**src/rtl/acc_cpu_core_if.sv**
```systemverilog
// Memory bus between acc_cpu_core (master) and its asynchronous-read single-port RAM (slave).
interface acc_cpu_core_if #(
  parameter int unsigned DW = 16,
  parameter int unsigned AW = 8
);
  logic [AW-1:0] mem_addr;
  logic [DW-1:0] mem_wdata;
  logic          mem_we;
  logic [DW-1:0] mem_rdata;

  modport master (
    output mem_addr,
    output mem_wdata,
    output mem_we,
    input  mem_rdata
  );

  modport slave (
    input  mem_addr,
    input  mem_wdata,
    input  mem_we,
    output mem_rdata
  );
endinterface

```
**src/rtl/acc_cpu_core.sv**
```systemverilog
// Multi-cycle accumulator core with a bounded call/return stack and halt/fault reporting.
// Optional MUL opcode enabled by defining ACC_CPU_MUL_EN.
module acc_cpu_core #(
  parameter int unsigned DW          = 16,
  parameter int unsigned AW          = 8,
  parameter int unsigned STACK_DEPTH = 4,
  parameter int unsigned RESET_PC    = 0
) (
  input  logic                 clk,
  input  logic                 rst,
  acc_cpu_core_if.master       mem,
  output logic                 halted,
  output logic                 fault,
  output logic [DW-1:0]        acc_out,
  output logic [AW-1:0]        pc_out
);

  localparam int unsigned SPW = $clog2(STACK_DEPTH + 1);
  localparam int unsigned IW  = (STACK_DEPTH > 1) ? $clog2(STACK_DEPTH) : 1;

  localparam logic [3:0] OP_LOAD  = 4'h1;
  localparam logic [3:0] OP_STORE = 4'h2;
  localparam logic [3:0] OP_ADD   = 4'h3;
  localparam logic [3:0] OP_SUB   = 4'h4;
  localparam logic [3:0] OP_AND   = 4'h5;
  localparam logic [3:0] OP_JMP   = 4'h6;
  localparam logic [3:0] OP_JZ    = 4'h7;
  localparam logic [3:0] OP_CALL  = 4'h8;
  localparam logic [3:0] OP_RET   = 4'h9;
  localparam logic [3:0] OP_LDI   = 4'hA;
`ifdef ACC_CPU_MUL_EN
  localparam logic [3:0] OP_MUL   = 4'hB;
`endif
  localparam logic [3:0] OP_HALT  = 4'hF;

  typedef enum logic [1:0] {RESET, FETCH, EXEC, HALT} stateT;

  stateT          state, nextState;
  logic [DW-1:0]  ir, irNext;
  logic [DW-1:0]  acc, accNext;
  logic [AW-1:0]  pc, pcNext;
  logic           z, zNext;
  logic [SPW-1:0] sp, spNext;
  logic           haltedNext, faultNext;
  logic           pushEn;
  logic           accWrite;
  logic [AW-1:0]  memAddr;
  logic           memWe;
  logic [AW-1:0]  stackMem [STACK_DEPTH];
  logic [AW-1:0]  stackTop;
  logic [SPW-1:0] spDec;
  logic [3:0]     opcode;
  logic [AW-1:0]  operand;

  assign opcode   = ir[DW-1 -: 4];
  assign operand  = ir[AW-1:0];
  assign spDec    = sp - SPW'(1);
  assign stackTop = stackMem[IW'(spDec)];

  generate
    if (DW > AW + 4) begin : gIgnoredIrBits
      logic unusedIrBits;
      assign unusedIrBits = ^ir[DW-5:AW];
    end
  endgenerate

  // Next-state, datapath next values and bus controls
  always_comb begin
    nextState  = state;
    irNext     = ir;
    accNext    = acc;
    zNext      = z;
    pcNext     = pc;
    spNext     = sp;
    haltedNext = halted;
    faultNext  = fault;
    pushEn     = 1'b0;
    accWrite   = 1'b0;
    memAddr    = pc;
    memWe      = 1'b0;
    case (state)
      RESET: nextState = FETCH;
      FETCH: begin
        irNext    = mem.mem_rdata;
        pcNext    = pc + AW'(1);
        nextState = EXEC;
      end
      EXEC: begin
        memAddr   = operand;
        nextState = FETCH;
        case (opcode)
          OP_LOAD:  begin accNext = mem.mem_rdata;       accWrite = 1'b1; end
          OP_STORE: memWe = 1'b1;
          OP_ADD:   begin accNext = acc + mem.mem_rdata; accWrite = 1'b1; end
          OP_SUB:   begin accNext = acc - mem.mem_rdata; accWrite = 1'b1; end
          OP_AND:   begin accNext = acc & mem.mem_rdata; accWrite = 1'b1; end
          OP_JMP:   pcNext = operand;
          OP_JZ:    if (z) pcNext = operand;
          OP_CALL: begin
            // A full stack leaves PC untouched and stops the core
            if (sp == SPW'(STACK_DEPTH)) begin
              haltedNext = 1'b1;
              faultNext  = 1'b1;
              nextState  = HALT;
            end else begin
              pushEn = 1'b1;
              spNext = sp + SPW'(1);
              pcNext = operand;
            end
          end
          OP_RET: begin
            if (sp == '0) begin
              haltedNext = 1'b1;
              faultNext  = 1'b1;
              nextState  = HALT;
            end else begin
              pcNext = stackTop;
              spNext = spDec;
            end
          end
          OP_LDI:   begin accNext = DW'(operand);        accWrite = 1'b1; end
`ifdef ACC_CPU_MUL_EN
          OP_MUL:   begin accNext = acc * mem.mem_rdata; accWrite = 1'b1; end
`endif
          OP_HALT: begin
            haltedNext = 1'b1;
            nextState  = HALT;
          end
          default: ;
        endcase
        if (accWrite) zNext = (accNext == '0);
      end
      HALT: ;
      default: nextState = RESET;
    endcase
    // An interrupted STORE must never reach the RAM
    if (rst) memWe = 1'b0;
  end

  always_ff @(posedge clk) begin
    if (rst) begin
      state  <= RESET;
      pc     <= AW'(RESET_PC);
      acc    <= '0;
      ir     <= '0;
      z      <= 1'b1;
      sp     <= '0;
      halted <= 1'b0;
      fault  <= 1'b0;
    end else begin
      state  <= nextState;
      pc     <= pcNext;
      acc    <= accNext;
      ir     <= irNext;
      z      <= zNext;
      sp     <= spNext;
      halted <= haltedNext;
      fault  <= faultNext;
    end
  end

  // Return addresses; the pushed PC is already incremented by FETCH
  always_ff @(posedge clk) begin
    if (!rst && pushEn) stackMem[IW'(sp)] <= pc;
  end

  assign mem.mem_addr  = memAddr;
  assign mem.mem_wdata = acc;
  assign mem.mem_we    = memWe;
  assign acc_out       = acc;
  assign pc_out        = pc;

endmodule

```
**src/flat_wrapper.sv**
```systemverilog
// flat-port wrapper written by rule: the top's interface ports become plain ports
module acc_cpu_core_flat 
#(
  parameter int unsigned DW          = 16,
  parameter int unsigned AW          = 8,
  parameter int unsigned STACK_DEPTH = 4,
  parameter int unsigned RESET_PC    = 0
)
  (clk, rst, halted, fault, acc_out, pc_out, mem_mem_addr, mem_mem_wdata, mem_mem_we, mem_mem_rdata);
  acc_cpu_core_if #(.DW(DW), .AW(AW)) mem_i ();
  input  logic clk;
  input  logic rst;
  output logic halted;
  output logic fault;
  output logic [DW-1:0] acc_out;
  output logic [AW-1:0] pc_out;
  output wire logic [$bits(mem_i.mem_addr)-1:0] mem_mem_addr;
  output wire logic [$bits(mem_i.mem_wdata)-1:0] mem_mem_wdata;
  output wire logic [$bits(mem_i.mem_we)-1:0] mem_mem_we;
  input wire logic [$bits(mem_i.mem_rdata)-1:0] mem_mem_rdata;
  assign mem_mem_addr = mem_i.mem_addr;
  assign mem_mem_wdata = mem_i.mem_wdata;
  assign mem_mem_we = mem_i.mem_we;
  assign mem_i.mem_rdata = mem_mem_rdata;
  acc_cpu_core #(.DW(DW), .AW(AW), .STACK_DEPTH(STACK_DEPTH), .RESET_PC(RESET_PC)) u_core (.clk(clk), .rst(rst), .mem(mem_i), .halted(halted), .fault(fault), .acc_out(acc_out), .pc_out(pc_out));
endmodule
```
**config.mk**
```make
export PLATFORM = sky130hd
export DESIGN_NAME = acc_cpu_core_flat
export DESIGN_NICKNAME = d
export VERILOG_FILES = /design/src/rtl/acc_cpu_core_if.sv /design/src/rtl/acc_cpu_core.sv /design/src/flat_wrapper.sv
export SDC_FILE = /design/constraint.sdc
export NUM_CORES = 1
export LEC_CHECK = 0
export BUFFER_PORTS_ARGS = -buffer_cell sky130_fd_sc_hd__buf_2
export CAP_MARGIN = 5
export CORE_AREA = 5 5 101 103
export CTS_CLUSTER_DIAMETER = 40
export DETAILED_ROUTE_END_ITERATION = 16
export DIE_AREA = 0 0 106 108
export PLACE_DENSITY = 0.75
export REMOVE_ABC_BUFFERS = 1
export SETUP_SLACK_MARGIN = 0.5
export SLEW_MARGIN = 20
export SYNTH_ARGS = -nofsm -noshare
export SYNTH_HDL_FRONTEND = slang
export SYNTH_SLANG_ARGS = --single-unit
```
**constraint.sdc**
```tcl
create_clock -name clk -period 6.4 [get_ports clk]
set_input_delay 0.64 -clock clk [delete_from_list [all_inputs] [get_ports clk]]
set_output_delay 0.64 -clock clk [all_outputs]
set_load 0.05 [all_outputs]
```
### Word level (Yosys, flattened, before mapping)

Memory sizes are Yosys's and may differ from the RTL's.
Cells that the tools add are included.

| storage, ports and cells | value |
|---|---|
| bits in writable memories | 32 |
| logic and storage cells | 81 |
| memories | 1 |
| input port bits | 18 |
| flip-flop bits (word level) | 48 |

| operators by class | value |
|---|---|
| multiplexer cells | 29 |
| $add $sub $neg | 5 |
| reductions and logical operators | 15 |
| bitwise logic cells | 1 |
| eq/ne operators | 22 |

Memories:

| memory | words | bits a word | rd ports | clocked after memory_dff | wr ports | line | source |
|---|---|---|---|---|---|---|---|
| u_core.stackMem | 4 | 8 | 1 | 0 | 1 | acc_cpu_core.sv:49 | `logic [AW-1:0] stackMem [STACK_DEPTH];` |

Operator list:

| cell | count |
|---|---|
| one-hot mux 16 bit (5 select lines) | 1 |
| 2-to-1 mux 8 bit | 4 |
| one-hot mux 8 bit (4 select lines) | 1 |
| adder 16 bit | 1 |
| AND 16 bit | 1 |
| == test 4 x 3 -> 1 bit, second input constant | 4 |
| == test 4 bit, second input constant | 4 |
| zero test 16 bit | 1 |
| 2-to-1 mux 16 bit | 1 |
| one-hot mux 8 bit (2 select lines) | 1 |
| subtractor 16 bit | 1 |
| 2-to-1 mux 1 bit | 12 |
| one-hot mux 2 bit (3 select lines) | 2 |
| AND reduction 4 bit | 3 |
| adder 8 x 1 -> 8 bit, second input constant | 1 |
| == test 4 x 2 -> 1 bit, second input constant | 2 |
| 2-to-1 mux 3 bit | 2 |
| inequality test 3 bit, second input constant | 2 |
| one-hot mux 3 bit (2 select lines) | 1 |
| nonzero test 3 bit | 2 |
| inequality test 5 bit, second input constant | 1 |
| AND reduction 5 bit | 1 |
| OR reduction 5 bit | 1 |
| == test 4 x 1 -> 1 bit, second input constant | 1 |
| 17 further kinds | 21 |

### Longest topological paths before layout

Gate-level depths: netlist of the first run.

| logic depth | value |
|---|---|
| word-level depth | 7 |
| gate-level depth with buffers | 16 |
| mapped depth without buffers | 15 |

### Least setup slack after synthesis of the first run

OpenSTA, ideal clock, no wires.

| path | value |
|---|---|
| path kind | input to register |
| from | in mem_mem_rdata[2] |
| to | reg u_core.z |
| data required time | 6.340 ns |
| cell stages on the path | 15 |
| setup slack | 2.619 ns |
| arrival time | 3.720 ns |
| buffers on the path | 1 |
| cells stage by stage | clkbuf_1 > nor3_1 > nand2b_1 > nor4b_1 > nor2_1 > xnor2_1 > ha_1 > and4_1 > o21a_1 > a311oi_1 > o211ai_1 > a31oi_1 > nor2b_1 > o41ai_2 > o2111a_1 |

| on the way | value |
|---|---|
| word-level cells in the longest chain between the ends | 4 |

Ends and longest elaborated chain:

| what | line | source |
|---|---|---|
| start, declared | flat_wrapper.sv:20 | `input wire logic [$bits(mem_i.mem_rdata)-1:0] mem_mem_rdata;` |
| subtractor 16 bit (tied with other cells) | acc_cpu_core.sv:95 | `OP_SUB: begin accNext = acc - mem.mem_rdata; accWrite = 1'b1; end` |
| one-hot mux 16 bit (5 select lines) * | acc_cpu_core.sv:91 | `case (opcode)` |
| 2-to-1 mux 16 bit * | acc_cpu_core.sv:81 | `case (state)` |
| zero test 16 bit * | acc_cpu_core.sv:131 | `if (accWrite) zNext = (accNext == '0);` |
| end signal, assigned | acc_cpu_core.sv:155 | `z <= zNext;` |
| end, declared | acc_cpu_core.sv:42 | `logic z, zNext;` |

Mark *: on every way between the ends. The rest lies on a longest branch, timed or not. The select of a mux whose other input is x is not followed.
A chain may end at the register's enable or synchronous reset.

### Worst setup path after layout of the first run

| path | value |
|---|---|
| from | reg u_core.ir[14] |
| to | reg u_core.z |

| on the way | value |
|---|---|
| word-level cells in the longest chain between the ends | 5 |

Ends and longest elaborated chain:

| what | line | source |
|---|---|---|
| start, declared | acc_cpu_core.sv:39 | `logic [DW-1:0] ir, irNext;` |
| start signal, assigned | acc_cpu_core.sv:154 | `ir <= irNext;` |
| branches (longest 5 deep; another with one-hot mux 16 bit (5 select lines)) | -- |  |

Parallel ways; which one is timed is not known. The select of a mux whose other input is x is not followed.

==> flow_metrics.py, run 1 <==
metrics = {
    "placed_design": {
        "place.port_buffers": 68,
        "hpwl_um": 9560,
        "gp_congestion": 0.967,
        "pre_cts_slack_ps": 2090,
        "place_area_sq_um": 5330,
    },
    "floorplan": {
        "num_io_pins": 69,
        "die_y_um": 108,
        "dieWidth_um": 106,
        "dieArea_sq_um": 11400,
        "core-area_sq_um": 9110,
        "start_util_pct": 56.0,
        "row_count": 35,
    },
    "layout": {
        "fin_area_sq_um": 5510,
        "drive_gt1_share_pct": 20.4,
        "syn_to_final_growth_pct": 7.97,
        "fin_nets": 634,
        "multiInputGateArea_sq_um": 2930,
        "antennaDiodeCount": 0,
        "ff_latch_area_sq_um": 1840,
        "nFillCells": 814,
    },
    "synth": {
        "ys.flop_type": "dfxtp_1",
        "synth_xor_area_share_pct": 4.12,
        "synth_simple_gate_area_share_pct": 16.4,
        "syn_inst": 557,
        "ys_types": 62,
        "synth_warnings": 0,
        "yosys-top-cells-area": "edfxtp_1 (19%), dfxtp_1 (17%), ha_1 (6.6%)",
        "synthArstFlopShare_pct": 0,
        "synth-seq-area-share_pct": 36.1,
        "synth_mux_area_share_pct": 9.47,
        "syn_avg_cell_area_sq_um": 9.16,
        "synth_fa_ha_area_share_pct": 7.01,
        "ys_ff_latch": 76,
        "synth_edf_count": 32,
        "syn_area_sq_um": 5100,
        "yosysTopAreaCell": "edfxtp_1",
        "synthDominantCellAreaShare_pct": 18.8,
        "synth_top_family_by_area": "compound AO/OA/AOI/OAI gates",
        "synth_compound_area_share_pct": 20.1,
    },
    "timing": {
        "tightest_slew_ps": 886,
        "hold_viol": 0,
        "maxSlewHeadroom_pct": 40.8,
        "setup_viol": 0,
        "finalMaxSlewViolations": 0,
        "fin_skew_ps": 14.0,
        "max_freq_mhz": 242,
        "fin_ws_ps": 2270,
        "rsz0062_at_grt": "no",
        "finalCritPeriodShare_pct": 64.5,
        "fin_tns_setup_ps": 0,
        "fin_crit_ps": 4130,
    },
    "routing": {
        "vias": 4411,
        "vias_per_cell": 6.27,
        "detail-route-antenna-nets": 0,
        "drt_iter0_markers": 269,
        "drt_pass1_iterations": 5,
        "wire_per_inst_um": 18.7,
        "route.detailed.drc": 0,
        "routed_wl_um": 13200,
    },
    "setup_path": {
        "cp-start-kind": "register",
        "cp_data_arrival_time_ps": 4370,
        "crit_required_ps": 6640,
        "reg2reg_to": "u_core.z",
        "end_kind": "register",
        "rr_worst_depth": 12,
        "ff2ff_setup_slack_ps": 2270,
        "path_class": "reg2reg",
        "crit_fanout": 14,
        "worstReg2RegStart": "u_core.ir[14]",
    },
    "clocking": {
        "cts.clk_slew.worst_paths_ps": 80,
        "clockBufferDepth": 2,
        "clock_latency_ps": 350,
        "cts_made_buffers": 9,
        "cts_tree": "yes",
        "ctsResizeCount": 0,
        "h-tree-depth": 3,
        "root_buffer": "clkbuf_8",
        "cts.sinks": 76,
        "hold_buffers": 0,
        "postCtsSetupBuffers": 0,
    },
    "grt": {
        "antenna_found_initial": 0,
        "grt_max_degree": 44,
        "overflow": 0,
        "grt_pass1_wl_um": 21300,
        "grt_usage_pct": 23.2,
        "grt_pass1_vias": 4270,
    },
    "hold_path": {
        "worstHoldPathCells": 2,
        "min_from": "u_core.halted",
        "worstHoldEndpoint": "u_core.halted",
        "hp-class": "reg2reg",
    },
    "power": {
        "ir_drop_uv": 161,
        "p_per_area_nw_per_um2": 199,
        "finalPower_mw": 1.10,
        "leakage_nw": 2.17,
    },
    "outcome": {
        "status": "finished, final reports clean",
    },
    "job": {
        "drv_cap": 0,
    },
}
power by group:
| part | internal (mW) | switching, mW | total, mW |
|---|---|---|---|
| registers | 0.513 | 0.0209 | 0.534 |
| clock network | 0.149 | 0.186 | 0.335 |
| logic | 0.0789 | 0.147 | 0.226 |
layer usage:
metal  GRT usage [%]  vias up  wire length (um)
met5               0        -                 0
met4            9.07        0               256
met3            3.82       28              1070
met2            39.2      211              6240
met1            29.9     2070              5620
li1                -     2102                 -
how the worst max path moves through the flow:
| stage | slack (ps) | start | depth (start not counted) | to |
|---|---|---|---|---|
| 2_1_floorplan | 2450 | u_core.state[0] | 5 | mem_mem_we |
| 3_3_place_gp | 2230 | mem_mem_rdata[2] | 15 | u_core.z |
| 3_5_place_dp | 2090 | mem_mem_rdata[2] | 15 | u_core.z |
| 4_1_cts | 2320 | u_core.ir[14] | 12 | u_core.z |
| 5_1_grt | 1920 | u_core.ir[14] | 12 | u_core.z |
| 6_report | 2270 | u_core.ir[14] | 12 | u_core.z |
layout make-up:
type / instances / area share (%)
Multi-Input combinational cell: 411 / 53.1
Sequential cell: 76 / 33.4
Timing Repair Buffer: 70 / 6.45
Clock buffer: 11 / 2.57
Tap cell: 111 / 2.52
Inverter: 20 / 1.36
Clock inverter: 5 / 0.522
placed cells by master, fill, tap and decap left out, types with 15 or more instances in the layout:
master     n
a21oi_1   43
buf_2     68
dfxtp_1   44
edfxtp_1  32
ha_1      27
inv_1     20
mux2i_1   19
nand2_1   33
nor2_1    63
nor3_1    16
o21ai_0   30
xnor2_1   15
registers in the layout, summed over array words and instances (netlist names):
name / count
u_core.stackMem: 32
u_core.acc_out: 16
u_core.ir: 12
u_core.pc_out: 8
u_core.sp: 3
u_core.state: 2
u_core.fault: 1
u_core.halted: 1
u_core.z: 1
through the flow:
stage / util (%) / hold slack [ps] / cells
6_report: 60.5 / 465 / 704
5_1_grt: 60.5 / 479 / 704
4_1_cts: 60.4 / 459 / 704
3_5_place_dp: 58.6 / 446 / 688
3_3_place_gp: 58.6 / 436 / 688
2_1_floorplan: - / 493 / 507
critical path, stage by stage, from the launching register on:
cell,delay (ps)
dfxtp_1,700
nor4b_2,820
nor2_1,160
xnor2_1,170
ha_1,220
a21o_1,190
a21oi_1,210
a21boi_0,160
o31ai_1,330
a21boi_0,150
o311ai_0,580
o31ai_1,160
o2111a_1,150
cells by family (layout without fill, tap and decap cells):
kind of cell,Yosys count,count (layout)
flops,76,76
buf+inv,70,106
fa+ha+maj,28,28
compound gates,152,152
xor+xnor,24,24
simple gates,170,170
mux,37,37
cell usage after synthesis (3+ instances only):
cell type,number
clkbuf_1,24
a21o_1,4
nor4_1,3
o211ai_1,5
nand2_1,33
o21ai_0,30
nor4b_1,4
o21a_1,7
nor2_1,63
mux2_2,10
mux4_2,8
a31oi_1,7
edfxtp_1,32
o221ai_1,6
and2_1,9
o31ai_1,9
or2_2,3
o22ai_1,3
nand2b_1,4
inv_1,20
o221a_2,6
nor3_1,16
xnor2_1,15
buf_2,5
nand3_1,7
dfxtp_1,44
a21oi_1,43
nor3b_1,6
ha_1,27
buf_4,18
and3_1,4
or3_1,4
a211oi_1,13
mux2i_1,19
xor2_1,9
(Power assumes the default switching activity.)
==> run 2, diff against run 1 <==
Clock period 6.4 ns to 4.01 ns, I/O delays scaled along.
==> flow_metrics.py, run 2 (same netlist as run 1, synthesis figures left out) <==
metrics = {
    "outcome": {
        "status": "finished, final reports clean",
    },
    "timing": {
        "fin_skew_ps": 12.6,
        "maxSlewHeadroom_pct": 47.3,
        "finalMaxSlewViolations": 0,
        "fin_tns_setup_ps": 0,
        "hold_viol": 0,
        "fin_crit_ps": 3460,
        "rsz0062_at_grt": "yes",
        "finalCritPeriodShare_pct": 86.4,
        "setup_viol": 0,
        "max_freq_mhz": 289,
        "whs_ps": 370,
        "tightest_slew_ps": 790,
    },
    "placed_design": {
        "place_inst": 697,
        "place.port_buffers": 68,
        "hpwl_um": 9960,
        "gp_congestion": 0.971,
    },
    "power": {
        "p_int_mw": 1.32,
        "finalPower_mw": 1.94,
        "swShare_pct": 31.6,
        "p_per_area_nw_per_um2": 330,
        "power_frac_clock_pct": 35.0,
        "pwr-share-seq_pct": 43.5,
        "leakage_nw": 2.29,
        "combPwrFrac_pct": 21.5,
        "p_switching_mw": 0.613,
        "ir_drop_uv": 263,
    },
    "setup_path": {
        "cp-start-kind": "register",
        "cp.buffers_inverters": 0,
        "crit_fanout": 6,
        "ff2ff_setup_slack_ps": 550,
        "end_kind": "register",
        "cp_data_arrival_time_ps": 3770,
        "path_class": "reg2reg",
        "slowest_stage": "or3_4",
        "worstPathCellList": "nand2b_1 > or3_4 > o31ai_1 > xor2_1 > ha_2 > o21ai_1 > a21oi_4 > a311oi_2 > o211ai_1 > a31oi_2 > nor2b_1 > o41ai_2 > o2111a_1",
        "slowest_delay_ps": 420,
        "crit_required_ps": 4320,
        "critPathTopFamily": "compound AO/OA/AOI/OAI gates",
    },
    "clocking": {
        "cts_tree": "yes",
        "cts_made_buffers": 9,
        "cts.clk_slew.worst_paths_ps": 90,
        "clockBufferDepth": 2,
        "root_buffer": "clkbuf_8",
        "cts.sinks": 76,
        "clock_latency_ps": 360,
        "h-tree-depth": 3,
    },
    "routing": {
        "vias": 4595,
        "drt_pass1_iterations": 5,
        "route.detailed.drc": 0,
        "vias_per_cell": 6.37,
        "drt_iter0_markers": 311,
        "wire_per_inst_um": 19.4,
        "routed_wl_um": 14000,
        "detail-route-antenna-nets": 0,
    },
    "grt": {
        "grt_pass1_wl_um": 21600,
        "antenna_found_initial": 0,
        "grt_max_degree": 43,
        "overflow": 0,
        "grt_pass1_vias": 4333,
        "grt_usage_pct": 23.7,
    },
    "floorplan": {
        "start_util_pct": 56.0,
        "num_io_pins": 69,
        "die_y_um": 108,
        "row_count": 35,
        "dieArea_sq_um": 11400,
        "dieWidth_um": 106,
        "core-area_sq_um": 9110,
    },
    "job": {
        "drv_cap": 0,
    },
    "layout": {
        "final_cell_mix": "buf_2 (68), nor2_1 (62), dfxtp_1 (43)",
        "multiInputGateArea_sq_um": 3100,
        "antennaDiodeCount": 0,
        "final_common_cell": "buf_2",
        "largest_register_ffs": 32,
        "fin_nets": 651,
        "ff_latch_area_sq_um": 1850,
        "regMostFlops": "u_core.stackMem",
        "nFillCells": 756,
        "syn_to_final_growth_pct": 15.1,
        "stdcell_count": 721,
        "final_core_utilization_pct": 64.5,
        "drive_gt1_share_pct": 27.5,
    },
    "hold_path": {
        "hp-class": "in2reg",
    },
}
-- run 2: cell types whose count changed in the layout (fill, tap and decap cells not counted), moves of 3 or more --
cell     previous run  this run
o31ai_2             0         3
o31ai_1             9         6
a21oi_1            43        39
buf_4               2        18
ha_1               27        23
ha_2                0         4
a21oi_2             0         3
-- run 2: path summary, 6_finish.rpt --
kind	start	cells after the start	end
worst max-delay path	u_core.ir[13]	13	u_core.z
worst min-delay path	mem_mem_rdata[14]	3	u_core.ir[14]
worst max register to register	u_core.ir[13]	13	u_core.z
worst min register to register	u_core.halted	2	u_core.halted
-- run 2: final cells by class --
cell class / instances / area share [%]
Clock buffer: 9 / 2.11
Tap cell: 111 / 2.37
Multi-Input combinational cell: 411 / 52.8
Sequential cell: 76 / 31.4
Timing Repair Buffer: 87 / 8.29
Inverter: 20 / 1.28
Clock inverter: 7 / 1.68
-- run 2: layer usage --
| layer | track usage (%) | vias up | routed length (um) |
|---|---|---|---|
| met2 | 41.2 | 218 | 6930 |
| met5 | 0 | - | 0 |
| met4 | 8.14 | 0 | 214 |
| met3 | 5.79 | 26 | 1200 |
| met1 | 29.0 | 2210 | 5620 |
| li1 | - | 2141 | - |
-- run 2: power by group through the flow --
stage	Clock [mW]	Combinational [mW]	Sequential, mW
2_1_floorplan	0	0.231	0.884
3_3_place_gp	0	0.363	0.860
3_5_place_dp	0	0.369	0.861
4_1_cts	0.686	0.375	0.844
5_1_grt	0.725	0.448	0.847
6_report	0.678	0.416	0.844
-- run 2: repair_timing --
item,CTS,global route
hold buffers,0,0
pin swaps,0,11
setup buffers,0,8
endpoints found under the setup margin,3,5
resized for setup,7,35
-- run 2: worst register-to-register path, stage by stage, from the launching register on --
cell and delay [ps]:
dfxtp_4 360, nand2b_1 150, or3_4 420, o31ai_1 120
xor2_1 220, ha_2 350, o21ai_1 230, a21oi_4 80
a311oi_2 340, o211ai_1 180, a31oi_2 290, nor2b_1 100
o41ai_2 350, o2111a_1 220
-- run 2: through the flow --
step	area [sq um]	setup WS (ps)
2_1_floorplan	4830	220
3_3_place_gp	5400	345
3_5_place_dp	5400	254
4_1_cts	5650	484
5_1_grt	5870	453
6_report	5870	547
==> run 3, diff against run 2 <==
Settings changed: CORE_AREA 5 5 101 103 to 2 2 98 100, DIE_AREA 0 0 106 108 to 0 0 100 102.
Clock period 4.01 ns to 4 ns, I/O delays scaled along.
==> flow_metrics.py, run 3 (same netlist as run 1, synthesis figures left out) <==
metrics = {
    "timing": {
        "fin_ws_ps": 587,
        "fin_crit_ps": 3410,
        "rsz0062_at_grt": "no",
        "tightest_slew_ps": 878,
        "setup_viol": 0,
        "maxSlewHeadroom_pct": 41.5,
        "fin_tns_setup_ps": 0,
        "whs_ps": 396,
        "hold_viol": 0,
        "finalCritPeriodShare_pct": 85.3,
        "max_freq_mhz": 293,
        "fin_skew_ps": 21.4,
        "finalMaxSlewViolations": 0,
    },
    "clocking": {
        "clock_latency_ps": 360,
        "cts_made_buffers": 9,
        "h-tree-depth": 3,
        "cts.clk_slew.worst_paths_ps": 90,
        "hold_buffers": 0,
        "root_buffer": "clkbuf_8",
        "cts_tree": "yes",
        "cts.sinks": 76,
        "clockBufferDepth": 2,
    },
    "setup_path": {
        "cp_data_arrival_time_ps": 3720,
        "cp-start-kind": "register",
        "end_kind": "register",
        "slowest_delay_ps": 390,
        "crit_fanout": 7,
        "worstPathCellList": "nand2b_1 > or3_4 > o31ai_1 > xor2_1 > ha_2 > a21o_1 > a21oi_2 > a21boi_0 > o31ai_2 > nor3b_1 > o311ai_2 > o31ai_1 > o2111a_1",
        "slowest_stage": "or3_4",
        "crit_required_ps": 4300,
        "cp.buffers_inverters": 0,
        "path_class": "reg2reg",
        "cp_common_cell": "o31ai_1",
        "ff2ff_setup_slack_ps": 590,
        "critPathTopFamily": "compound AO/OA/AOI/OAI gates",
    },
    "layout": {
        "nFillCells": 775,
        "stdcell_count": 731,
        "final_core_utilization_pct": 65.1,
        "antennaDiodeCount": 0,
        "fin_area_sq_um": 5930,
        "fin_nets": 661,
        "ff_latch_area_sq_um": 1840,
        "final_cell_mix": "buf_2 (69), nor2_1 (63), dfxtp_1 (42)",
        "syn_to_final_growth_pct": 16.2,
        "largest_register_ffs": 32,
        "multiInputGateArea_sq_um": 3100,
        "final_common_cell": "buf_2",
        "drive_gt1_share_pct": 28.5,
        "regMostFlops": "u_core.stackMem",
    },
    "placed_design": {
        "place_area_sq_um": 5410,
        "place_inst": 698,
        "pre_cts_slack_ps": 230,
        "gp_congestion": 0.952,
        "place.port_buffers": 68,
        "hpwl_um": 9860,
    },
    "power": {
        "ir_drop_uv": 224,
        "finalPower_mw": 1.90,
        "leakage_nw": 2.35,
        "p_per_area_nw_per_um2": 320,
    },
    "routing": {
        "vias_per_cell": 6.23,
        "dr_wl_met2_um": 6890,
        "detail-route-antenna-nets": 0,
        "m1WireLength_um": 5910,
        "wire_per_inst_um": 19.4,
        "drt_iter0_markers": 313,
        "drt_pass1_iterations": 4,
        "routed-wl-met3_um": 1050,
        "routed_wl_um": 14200,
        "route.detailed.drc": 0,
        "vias": 4557,
        "highest_layer": "met4",
    },
    "grt": {
        "antenna_found_initial": 0,
        "grt_pass1_vias": 4293,
        "grt_max_degree": 44,
        "grt_usage_pct": 27.0,
        "grt_pass1_wl_um": 21400,
        "overflow": 0,
    },
    "hold_path": {
        "hp-class": "in2reg",
    },
    "job": {
        "drv_cap": 0,
    },
    "floorplan": {
        "num_io_pins": 69,
        "dieWidth_um": 100,
        "core-area_sq_um": 9110,
        "dieArea_sq_um": 10200,
        "die_y_um": 102,
        "row_count": 35,
        "start_util_pct": 56.0,
    },
    "outcome": {
        "status": "finished, final reports clean",
    },
}
## run 3: cell count changes in the layout (fill, tap and decap cells not counted), sizes merged
| cell | before | now |
|---|---|---|
| buf | 87 | 97 |
| bufinv | 2 | 1 |
| clkbuf | 9 | 10 |
## run 3: timing repair
| item | in CTS | in global routing |
|---|---|---|
| resized for setup | 4 | 39 |
| endpoints found under the setup margin | 2 | 3 |
| buffers inserted | 0 | 16 |
| cloned | 0 | 1 |
| pin swaps | 0 | 17 |
## run 3: layer usage
metal,vias up,track usage (%)
met5,-,0
met4,0,10.6
met3,31,4.31
met2,229,46.0
met1,2146,34.6
li1,2151,-
## run 3: layout make-up
class / instances / area share, %
Sequential cell: 76 / 31.1
Multi-Input combinational cell: 411 / 52.3
Clock buffer: 10 / 2.15
Clock inverter: 6 / 1.20
Tap cell: 111 / 2.34
Inverter: 20 / 1.27
Timing Repair Buffer: 97 / 9.62
## run 3: worst register-to-register path: stages, from the launching register on
cell and delay (ps):
dfxtp_2 330, nand2b_1 140, or3_4 390, o31ai_1 110, xor2_1 240, ha_2 370, a21o_1 230, a21oi_2 190
a21boi_0 160, o31ai_2 310, nor3b_1 280, o311ai_2 140, o31ai_1 260, o2111a_1 200
## run 3: where the power goes
group	switching, mW	internal [mW]	leakage [nW]
clock network	0.317	0.294	0.0935
registers	0.0249	0.822	0.654
logic	0.276	0.164	1.61
## run 3: final timing paths
kind,startpoint,end,cells after the start
setup / recovery,u_core.ir[13],u_core.z,13
hold / removal,mem_mem_rdata[14],u_core.ir[14],3
setup reg to reg,u_core.ir[13],u_core.z,13
hold reg to reg,u_core.halted,u_core.halted,2
